`src/rtl/pcm_pkg.sv`:
```
// pcm_pkg: shared types and default widths for the microphone PCM path.
//   pcm_state_t : sequencer state encoding (IDLE, FLUSH, REC, PLAY = 0..3)
//   PCM_*       : default parameter values shared by the mic, FIFO and
//                 sequencer blocks.
package pcm_pkg;

  localparam int PCM_ADR_WIDTH = 12;
  localparam int PCM_DAT_WIDTH = 6;
  localparam int PCM_PLAY_DIV  = 64;

  typedef enum logic [1:0] {
    IDLE  = 2'd0,
    FLUSH = 2'd1,
    REC   = 2'd2,
    PLAY  = 2'd3
  } pcm_state_t;

endpackage

```
`src/rtl/pcm_tick_gen.sv`:
```
// pcm_tick_gen: playback sample-rate divider.
//   mclk  in  clock
//   reset in  async, active-low
//   clr   in  synchronous clear (wins over en)
//   en    in  count enable
//   tick  out 1-cycle strobe on the terminal count (PLAY_DIV-1)
// The counter runs 0..PLAY_DIV-1 and wraps; tick is combinational from the
// count so the owner can act in the terminal cycle itself.
module pcm_tick_gen #(
  parameter int PLAY_DIV = 64
) (
  input  logic mclk,
  input  logic reset,
  input  logic clr,
  input  logic en,
  output logic tick
);

  localparam int CW = (PLAY_DIV > 1) ? $clog2(PLAY_DIV) : 1;

  logic [CW-1:0] cnt;

  assign tick = en && (cnt == CW'(PLAY_DIV - 1));

  always_ff @(posedge mclk or negedge reset) begin
    if (!reset)   cnt <= '0;
    else if (clr) cnt <= '0;
    else if (en)  cnt <= tick ? '0 : cnt + 1'b1;
  end

endmodule

```
`src/rtl/pcm_fifo_ctrl.sv`:
```
// pcm_fifo_ctrl: record/playback sequencer for the mic PCM sample FIFO.
//   mclk, reset         clock, async active-low reset
//   rec_start           request: flush FIFO, then record
//   play_start          request: play FIFO contents at mclk/PLAY_DIV
//   stop                request: abort to IDLE from any state (no done)
//   mic_valid/mic_data  mic sample strobe and data
//   fifo_full/empty     FIFO flags
//   fifo_dout           FIFO head data (combinational from read pointer)
//   fifo_wr/rd/din      registered FIFO strobes and write data
//   pcm_out/pcm_valid   playback sample and its 1-cycle strobe
//   state               0 IDLE, 1 FLUSH, 2 REC, 3 PLAY
//   sample_cnt          samples written (REC) / read (PLAY), saturating
//   overrun             sticky: a mic sample was dropped on a full FIFO
//   done                1-cycle pulse when REC or PLAY ends on its own
// Build option: MONITOR_EN copies every accepted mic sample to pcm_out with
// pcm_valid alongside fifo_wr (live monitoring). Without it pcm_out and
// pcm_valid only move in PLAY.
module pcm_fifo_ctrl
  import pcm_pkg::*;
#(
  parameter int ADR_WIDTH = PCM_ADR_WIDTH,
  parameter int DAT_WIDTH = PCM_DAT_WIDTH,
  parameter int PLAY_DIV  = PCM_PLAY_DIV
) (
  input  logic                 mclk,
  input  logic                 reset,
  input  logic                 rec_start,
  input  logic                 play_start,
  input  logic                 stop,
  input  logic                 mic_valid,
  input  logic [DAT_WIDTH-1:0] mic_data,
  input  logic                 fifo_full,
  input  logic                 fifo_empty,
  input  logic [DAT_WIDTH-1:0] fifo_dout,
  output logic                 fifo_wr,
  output logic                 fifo_rd,
  output logic [DAT_WIDTH-1:0] fifo_din,
  output logic [DAT_WIDTH-1:0] pcm_out,
  output logic                 pcm_valid,
  output logic [1:0]           state,
  output logic [ADR_WIDTH:0]   sample_cnt,
  output logic                 overrun,
  output logic                 done
);

  localparam logic [ADR_WIDTH:0] CNT_MAX = {1'b1, {ADR_WIDTH{1'b0}}};

  pcm_state_t st, st_nxt;
  logic       tick;
  logic       flush_rd, play_rd, wr_acc, ovr_hit, play_end;
  // vld_pipe[0]: FIFO read cycle N, vld_pipe[1]: pcm_out presented in N+1
  logic [1:0] vld_pipe;

  assign state = st;

  pcm_tick_gen #(.PLAY_DIV(PLAY_DIV)) u_tick (
    .mclk  (mclk),
    .reset (reset),
    .clr   (st != PLAY),
    .en    (st == PLAY),
    .tick  (tick)
  );

  always_comb begin
    st_nxt   = st;
    flush_rd = 1'b0;
    play_rd  = 1'b0;
    wr_acc   = 1'b0;
    ovr_hit  = 1'b0;
    play_end = 1'b0;
    if (stop) begin
      st_nxt = IDLE;
    end else begin
      case (st)
        IDLE: begin
          if (rec_start)       st_nxt = FLUSH;
          else if (play_start) st_nxt = PLAY;
        end
        FLUSH: begin
          // The empty flag trails a read by a cycle, so a new read is only
          // issued when none is in flight; otherwise the last entry would be
          // read twice.
          if (fifo_empty) st_nxt = REC;
          else            flush_rd = !fifo_rd;
        end
        REC: begin
          if (mic_valid) begin
            if (fifo_full) begin
              ovr_hit = 1'b1;
              st_nxt  = IDLE;
            end else begin
              wr_acc = 1'b1;
            end
          end
        end
        PLAY: begin
          if (tick) begin
            if (fifo_empty) begin
              play_end = 1'b1;
              st_nxt   = IDLE;
            end else begin
              play_rd = 1'b1;
            end
          end
        end
        default: st_nxt = IDLE;
      endcase
    end
  end

`ifdef MONITOR_EN
  logic mon_vld;
  assign pcm_valid = vld_pipe[1] | mon_vld;
`else
  assign pcm_valid = vld_pipe[1];
`endif

  always_ff @(posedge mclk or negedge reset) begin
    if (!reset) begin
      st         <= IDLE;
      fifo_wr    <= 1'b0;
      fifo_rd    <= 1'b0;
      fifo_din   <= '0;
      pcm_out    <= '0;
      sample_cnt <= '0;
      overrun    <= 1'b0;
      done       <= 1'b0;
      vld_pipe   <= '0;
`ifdef MONITOR_EN
      mon_vld    <= 1'b0;
`endif
    end else begin
      st       <= st_nxt;
      fifo_wr  <= wr_acc;
      fifo_rd  <= flush_rd | play_rd;
      done     <= ovr_hit | play_end;
      vld_pipe <= {vld_pipe[0], play_rd};

      if (wr_acc)      fifo_din <= mic_data;
      if (vld_pipe[0]) pcm_out  <= fifo_dout;
      if (ovr_hit)     overrun  <= 1'b1;

      if (st == FLUSH && st_nxt == REC) begin
        sample_cnt <= '0;
        overrun    <= 1'b0;
      end else if (st == IDLE && st_nxt == PLAY) begin
        sample_cnt <= '0;
      end else if (wr_acc || vld_pipe[0]) begin
        if (sample_cnt != CNT_MAX) sample_cnt <= sample_cnt + 1'b1;
      end

`ifdef MONITOR_EN
      mon_vld <= wr_acc;
      if (wr_acc) pcm_out <= mic_data;
`endif
    end
  end

endmodule

```
`config.mk`:
```
export PLATFORM = sky130hd
export DESIGN_NAME = pcm_fifo_ctrl
export DESIGN_NICKNAME = d
export VERILOG_FILES = /design/src/rtl/pcm_pkg.sv /design/src/rtl/pcm_tick_gen.sv /design/src/rtl/pcm_fifo_ctrl.sv
export SDC_FILE = /design/constraint.sdc
export NUM_CORES = 1
export LEC_CHECK = 0
export CELL_PAD_IN_SITES_DETAIL_PLACEMENT = 1
export CELL_PAD_IN_SITES_GLOBAL_PLACEMENT = 1
export CORE_MARGIN = 3
export CORE_UTILIZATION = 28
export DETAILED_ROUTE_END_ITERATION = 10
export PLACE_DENSITY = 0.62
export SKIP_LAST_GASP = 1
export SLEW_MARGIN = 20
export SYNTH_ARGS = -nofsm -noshare
export SYNTH_HDL_FRONTEND = slang
export SYNTH_HIERARCHICAL = 1
export SYNTH_SLANG_ARGS = --single-unit
```
`constraint.sdc`:
```
create_clock -name mclk -period 4 [get_ports mclk]
set_clock_uncertainty 0.05 [all_clocks]
set_input_delay 0.4 -clock mclk [delete_from_list [all_inputs] [get_ports mclk]]
set_output_delay 0.4 -clock mclk [all_outputs]
set_load 0.02 [all_outputs]
```
==> results of run 1 <==
-- flip-flops by register name (all words and copies together) (netlist names) --
register and flops:
sample_cnt 13, fifo_din 6, pcm_out 6, u_tick/cnt 6, state 2, vld_pipe 2, done 1, fifo_rd 1
fifo_wr 1, overrun 1
-- metrics by stage --
| step | utilization | setup WS (ps) | hold slack (ps) | total power [uW] |
|---|---|---|---|---|
| 3_5_place_dp | 0.380 | 1720 | 445 | 665 |
| 5_1_grt | 0.396 | 1670 | 262 | 1020 |
| 4_1_cts | 0.396 | 1810 | 226 | 987 |
| 3_3_place_gp | 0.380 | 1790 | 436 | 663 |
| 2_1_floorplan | - | 1970 | 54.4 | 555 |
| 6_report | 0.396 | 1830 | 187 | 967 |
-- cells in the final DEF, fill, tap and decap left out, drive strengths merged, types with 6 or more instances in the layout --
master,n
nor4,7
clkdlybuf4s50,50
mux2,12
nand2b,8
a21oi,11
clkbuf,6
nand3,10
dfrtp,39
mux2i,7
nand2,17
nor2,10
inv,7
-- how the worst max path moves through the flow --
stage | from | end | depth (start not counted)
3_5_place_dp | fifo_empty | sample_cnt[12] | 5
4_1_cts | sample_cnt[0] | sample_cnt[10] | 6
3_3_place_gp | stop | sample_cnt[5] | 5
5_1_grt | sample_cnt[0] | sample_cnt[10] | 6
6_report | sample_cnt[0] | sample_cnt[10] | 6
2_1_floorplan | sample_cnt[0] | sample_cnt[11] | 8
-- critical path, stage by stage (launching register included) --
cell and delay (ps):
dfrtp_1 530, inv_1 80, ha_1 200, nor4b_1 130, and3_1 360, or4_1 560
a21oi_1 180
-- kinds of logic (layout without fill, tap and decap cells) --
logic type,count (synthesis),in the layout,synth area share
AOI/OAI and AO/OA,29,29,0.0966
xor gates and xnor gates,3,3,0.0136
and+or+nand+nor,76,76,0.219
adders and majority gates,3,3,0.0194
DFF,39,39,0.506
muxes,19,19,0.106
buffers and inverters,15,65,0.0395
-- layer usage --
metal  track usage  part of all wire
met2         0.188              0.48
met3        0.0286             0.039
met5             0                 0
met4        0.0379            0.0085
met1         0.176              0.47
-- layout make-up --
cell class	instances	area, um2	share of cell area
well taps	77	96.3	0.0373
inverters	7	26.3	0.0102
repair buffers	51	505	0.196
multi-input cells	130	878	0.340
flip-flops and latches	39	976	0.378
clock buffers	6	72.6	0.0281
clock inverters	1	30.0	0.0116
-- synthesized netlist by cell type, types with 2 or more instances --
library cell	number
buf_4	2
nand4_1	3
xor2_1	3
and2_1	2
nand2b_1	8
nand3_1	9
and4_1	2
mux2i_1	7
o21ai_0	4
nor4_1	7
o21a_1	3
mux2_2	12
or3_1	2
nor4b_1	2
nand2_1	17
a21oi_1	10
and3_1	3
nor3b_1	2
inv_1	7
nor2_1	10
or4_1	5
buf_2	4
dfrtp_1	39
o31ai_1	5
ha_1	3
-- power by group --
group          switching, uW  internal (uW)
Combinational           95.8            104
Clock                    131            183
Sequential              26.9            427
Total                    253            713
==> out/qor.txt, run 1 <==
HPWL after detailed placement - 3290 um
GRT overflow - 0
GPL Wtd Cong - 0.729
Avg WL per Cell - 14.8 um
1st-pass router iterations - 4
clock-pin slew on the worst setup and hold paths - 70 ps
sequential area share after synthesis - 0.506
Root Buffer - clkbuf_8
R2R depth - 6
ys flop type - dfrtp_1
pwr dens - 374 nW/um2
total die area - 7930 um2
Synth Instances - 184
DRC viols - 0
status - completed
RR Endpoint - sample_cnt[10]
register bit total from synthesis - 39
area leader, netlist - dfrtp_1
unrepaired setup endpoints after global routing - false
GR Util All Layers - 0.124
Hold WC Path Type - in2async
Initial Utilization - 0.296
global-route wire length before repair - 7650 um
largest net degree at the start of global routing - 40
placed insts - 304
Post-DRT Antenna Nets - 0
startpoint types - register
Area after DPL - 2480 um2
Max H-tree Level - 2
fmax - 461 MHz
Die X - 89.0 um
Synth Net Count - 207
post-synthesis cell type count - 38
final hold vios - 0
critical path arrival - 2320 ps
worst vdd ir - 0.170 mV
crit-path max FO - 18
Layout fillers - 743
post_cts resized - 0
clock sink count - 39
Post-synth EDFFs - 0
fraction of layout instances using a drive strength above 1 - 0.0897
CTS Buf Count - 5
Max-slew headroom - 0.398
setup TNS - 0 ps
port bufs - 51
crit path time final - 2170 ps
DR iter-0 viols - 64
initial antenna violation count - 0
# rows - 29
TritonCTS clock tree - done
Clock Latency Late Sink - 280 ps
Leak Pwr - 0.00106 uW
core area - 6530 um2
Synth area leaders - dfrtp_1 (51%), mux2_2 (7.0%), mux2i_1 (3.6%)
Vias - 1,603
worst slew pin tran - 904 ps
die height - 89.0 um
final WL - 4610 um
ant diodes - 0
crit end category - register
Ports - 52
yosys warns - 6
MaxCap Viol Count - 0
final cell count without fillers - 311
vias per std cell - 5.15
Max Slew Vio Count - 0
CTS hold repair buffers - 0
FF-to-FF Start - sample_cnt[0]
CTS Buffer Depth - 2
period utilization - 0.542
Avg Cell Area, Syn - 10.5 um2
Yosys top cell area share - 0.506
mapped cell area - 1930 um2
design area - 2580 um2
Syn-to-layout area delta - 33.9%
Worst Path Required - 4150 ps
post-CTS setup buffers - 0
reg-to-reg slack, setup - 1830 ps
Final setup viols - 0
ys async rst share - 1.00
critical path start-end classification - reg2reg
nets@finish - 257
vias in the first global route - 1,530
Note: power is estimated with default switching activity, not from simulation.
==> run 2, diff against run 1 <==
==> constraint.sdc (replaced) <==
create_clock -name mclk -period 2.2 [get_ports mclk]
set_clock_uncertainty 0.05 [all_clocks]
set_input_delay 0.22 -clock mclk [delete_from_list [all_inputs] [get_ports mclk]]
set_output_delay 0.22 -clock mclk [all_outputs]
set_load 0.02 [all_outputs]
==> run 2 against run 1 <==
Effect of this change: critical path depth stayed put; non-clock buffer count grew 10; power grew 82%; critical path type unchanged.
==> out/qor.txt, run 2 (same netlist as run 1, synthesis figures left out) <==
status - completed
placed insts - 313
CTS hold repair buffers - 1
Post-DRT Antenna Nets - 0
post_cts resized - 0
vias in the first global route - 1,638
clock sink count - 39
total die area - 7930 um2
port bufs - 51
initial antenna violation count - 0
vias per std cell - 4.95
Fin Hold WS - 209 ps
crit-path max FO - 18
Clock Power Share - 0.312
HPWL after detailed placement - 3560 um
final WL - 4810 um
MaxCap Viol Count - 0
GRT overflow - 0
Ports - 52
post-CTS setup buffers - 0
Tot Pwr - 1760 uW
Max-slew headroom - 0.419
largest net degree at the start of global routing - 21
fmax - 507 MHz
Clock Latency Late Sink - 290 ps
critical path start-end classification - reg2reg
CTS Buffer Depth - 2
nets@finish - 267
Die X - 89.0 um
worst vdd ir - 0.246 mV
GR Util All Layers - 0.124
Final setup viols - 0
DR iter-0 viols - 22
Hold WC Path Type - in2async
final hold vios - 0
Worst Setup SP - sample_cnt[0]
final cell count without fillers - 322
setup TNS - 0 ps
Biggest register - sample_cnt
most frequent cells in the layout - clkdlybuf4s50_1 (50), dfrtp_1 (39), nand2_1 (17)
worst slew pin tran - 866 ps
startpoint types - register
pwr dens - 659 nW/um2
FF-to-FF Start - sample_cnt[0]
period utilization - 0.896
combinational share of power - 0.228
Vias - 1,595
fraction of layout instances using a drive strength above 1 - 0.131
Switching Power - 489 uW
CTS Buf Count - 5
Syn-to-layout area delta - 38.0%
core area - 6530 um2
TritonCTS clock tree - done
design area - 2660 um2
commonest non-fill, non-tap cell in the layout - clkdlybuf4s50_1
Sw Share - 0.279
Layout fillers - 745
unrepaired setup endpoints after global routing - false
crit path time final - 1970 ps
crit end category - register
critical path arrival - 2120 ps
GPL Wtd Cong - 0.767
ant diodes - 0
Reg power frac - 0.460
Initial Utilization - 0.296
Avg WL per Cell - 14.9 um
number of flip-flops in the largest register - 13
die height - 89.0 um
# rows - 29
global-route wire length before repair - 7630 um
Leak Pwr - 0.00111 uW
Internal - 1270 uW
Area after DPL - 2550 um2
clock-pin slew on the worst setup and hold paths - 80 ps
1st-pass router iterations - 4
Root Buffer - clkbuf_8
Max H-tree Level - 2
Worst Path Required - 2350 ps
DRC viols - 0
Max Slew Vio Count - 0
## run 2: routing by layer
metal / vias up / part of all wire / track usage
met5: - / 0 / 0
met4: 0 / 0.0075 / 0.0406
met3: 4 / 0.031 / 0.0258
met2: 29 / 0.47 / 0.199
met1: 777 / 0.49 / 0.166
li1: 785 / - / -
## run 2: path summary, 6_finish.rpt
| kind | endpoint | slack, ps | cells after the start |
|---|---|---|---|
| worst max-delay path | sample_cnt[3] | 230 | 6 |
| worst min-delay path | sample_cnt[11] | 210 | 2 |
| worst max register to register | sample_cnt[3] | 230 | 6 |
| worst min register to register | fifo_din[1] | 460 | 1 |
| max in group asynchronous | pcm_out[5] | 1450 | 3 |
| min in group mclk | fifo_din[1] | 460 | 1 |
## run 2: cell type report
type	count	area, um2	share of cell area
clock buffers	7	96.3	0.0362
clock inverters	1	7.51	0.00282
well taps	77	96.3	0.0362
flip-flops and latches	39	976	0.366
multi-input cells	130	878	0.330
inverters	7	26.3	0.00986
repair buffers	61	583	0.219
## run 2: power groups by stage
stage | sequential (uW) | combinational, uW | clock [uW]
finish | 808 | 400 | 547
global route | 817 | 438 | 592
CTS | 810 | 410 | 571
detailed placement | 823 | 407 | 0
global placement | 822 | 404 | 0
floorplan | 905 | 104 | 0
## run 2: metrics by stage
| step | util | setup slack [ps] |
|---|---|---|
| 2_1_floorplan | - | 167 |
| 6_report | 0.408 | 229 |
| 3_3_place_gp | 0.390 | 200 |
| 5_1_grt | 0.408 | 98.0 |
| 4_1_cts | 0.408 | 219 |
| 3_5_place_dp | 0.390 | 111 |
## run 2: worst max-delay path: stages (launching register included)
cell	delay [ps]
dfrtp_1	350
inv_1	40
ha_1	190
nor4b_1	130
and3_1	380
or4_1	580
a21oi_1	170
==> run 3, diff against run 2 <==
--- a/config.mk
+++ b/config.mk
@@ -8,9 +8,9 @@
 export CELL_PAD_IN_SITES_DETAIL_PLACEMENT = 1
 export CELL_PAD_IN_SITES_GLOBAL_PLACEMENT = 1
 export CORE_MARGIN = 3
-export CORE_UTILIZATION = 28
+export CORE_UTILIZATION = 37
 export DETAILED_ROUTE_END_ITERATION = 10
-export PLACE_DENSITY = 0.62
+export PLACE_DENSITY = 0.79
 export SKIP_LAST_GASP = 1
 export SLEW_MARGIN = 20
 export SYNTH_ARGS = -nofsm -noshare
==> run 3 against run 2 <==
Effect of this change: the run now ends with negative hold slack left; utilization grew 12 points; largest power group unchanged; power fell by 4.2%; clock power down 12%; combinational power decreased by 4%; first-iteration DRC count increased by 120%; die area shrank 23%; critical endpoint is now sample_cnt[4]; register-to-register slack gained 30 ps; sequential share of layout area is 1.0 points higher; cell area decreased by 2.7%; critical path type unchanged; critical path depth is the same.
==> out/qor.txt, run 3 (same netlist as run 1, synthesis figures left out) <==
worst slew pin tran - 863 ps
clock sink count - 39
Avg WL per Cell - 15.5 um
period utilization - 0.884
fmax - 514 MHz
Layout fillers - 573
Hold WC Path Type - in2async
R2R depth - 6
FF-to-FF Start - sample_cnt[0]
Initial Utilization - 0.396
post-CTS setup buffers - 0
Max Slew Vio Count - 0
Leak Pwr - 0.00107 uW
Biggest register - sample_cnt
status - finished, violations left
fraction of layout instances using a drive strength above 1 - 0.113
HPWL after detailed placement - 3420 um
TritonCTS clock tree - done
Ports - 52
GR Util All Layers - 0.169
Layout Utilization - 0.531
global-route wire length before repair - 8160 um
critical path arrival - 2110 ps
nets@finish - 262
final hold vios - 13
Max-slew headroom - 0.421
failing checks - negative hold slack
die height - 78.2 um
final WL - 4750 um
CTS hold repair buffers - 0
Root Buffer - clkbuf_8
Vias - 1,623
commonest non-fill, non-tap cell in the layout - clkdlybuf4s50_1
CTS Buffer Depth - 2
total die area - 6120 um2
largest net degree at the start of global routing - 40
1st-pass router iterations - 4
DR iter-0 viols - 48
setup TNS - 0 ps
Post-DRT Antenna Nets - 0
Worst Path Required - 2360 ps
critical path start-end classification - reg2reg
post_cts resized - 0
clock-pin slew on the worst setup and hold paths - 80 ps
Die X - 78.2 um
ant diodes - 0
port bufs - 51
CTS Buf Count - 5
MaxCap Viol Count - 0
GRT overflow - 0
number of flip-flops in the largest register - 13
vias per std cell - 5.29
most frequent cells in the layout - clkdlybuf4s50_1 (50), dfrtp_1 (39), nand2_1 (17)
DRC viols - 0
# rows - 25
Final setup viols - 0
RR Endpoint - sample_cnt[4]
pwr dens - 649 nW/um2
worst vdd ir - 0.437 mV
vias in the first global route - 1,618
crit path time final - 1940 ps
initial antenna violation count - 0
Clock Latency Late Sink - 290 ps
reg-to-reg slack, setup - 260 ps
Syn-to-layout area delta - 34.3%
startpoint types - register
GPL Wtd Cong - 0.808
unrepaired setup endpoints after global routing - false
crit end category - register
Max H-tree Level - 2
Fin Hold WS - -14.4 ps
core area - 4880 um2
crit-path max FO - 18
[run 3: cell types whose count changed in the layout (fill, tap and decap cells not counted)]
cell	before	now
buf_4	9	5
clkbuf_8	7	5
clkbuf_1	0	1
clkinv_2	0	1
dlygate4sd3_1	1	0
[run 3: routing by layer]
layer  routed length, um  global-route usage  share of wire  vias up
li1                    -                   -              -      773
met1                2130               0.220           0.45      811
met2                2330               0.269           0.49       34
met3                 229              0.0493          0.048        5
met4                  59              0.0577          0.012        0
met5                   0                   0              0        -
[run 3: layout make-up]
| type | instances | area [um2] | area share |
|---|---|---|---|
| Sequential cell | 39 | 976 | 0.376 |
| Timing Repair Buffer | 56 | 543 | 0.209 |
| Clock inverter | 2 | 12.5 | 0.00483 |
| Inverter | 7 | 26.3 | 0.0101 |
| Tap cell | 67 | 83.8 | 0.0323 |
| Multi-Input combinational cell | 130 | 878 | 0.339 |
| Clock buffer | 6 | 72.6 | 0.0280 |
[run 3: critical path, stage by stage (launching register included)]
cell and delay [ps]:
dfrtp_1 350, inv_1 50, ha_1 180, nor4b_1 130, and3_1 370, or4_1 570, a21oi_1 170
[run 3: how the worst max path moves through the flow]
stage	to	startpoint	slack [ps]
after global placement	sample_cnt[7]	fifo_empty	220
after floorplan	sample_cnt[11]	sample_cnt[0]	170
after CTS	sample_cnt[4]	sample_cnt[0]	270
after detailed placement	sample_cnt[8]	fifo_empty	140
after global routing	sample_cnt[9]	state[0]	130
final	sample_cnt[4]	sample_cnt[0]	260
[run 3: report_power, final]
part           internal (uW)  switching (uW)  leakage (uW)
logic                    197             187      0.000502
clock network            222             262     0.0000412
registers                776            38.8      0.000531
total                   1190             488       0.00107
[run 3: per-stage QoR]
step	power, uW	setup WS (ps)	cells	cell area [um2]
after floorplan	1010	167	184	1930
after global placement	1210	223	299	2510
after detailed placement	1220	142	299	2510
after CTS	1710	266	307	2590
after global routing	1780	126	307	2590
final	1680	256	307	2590
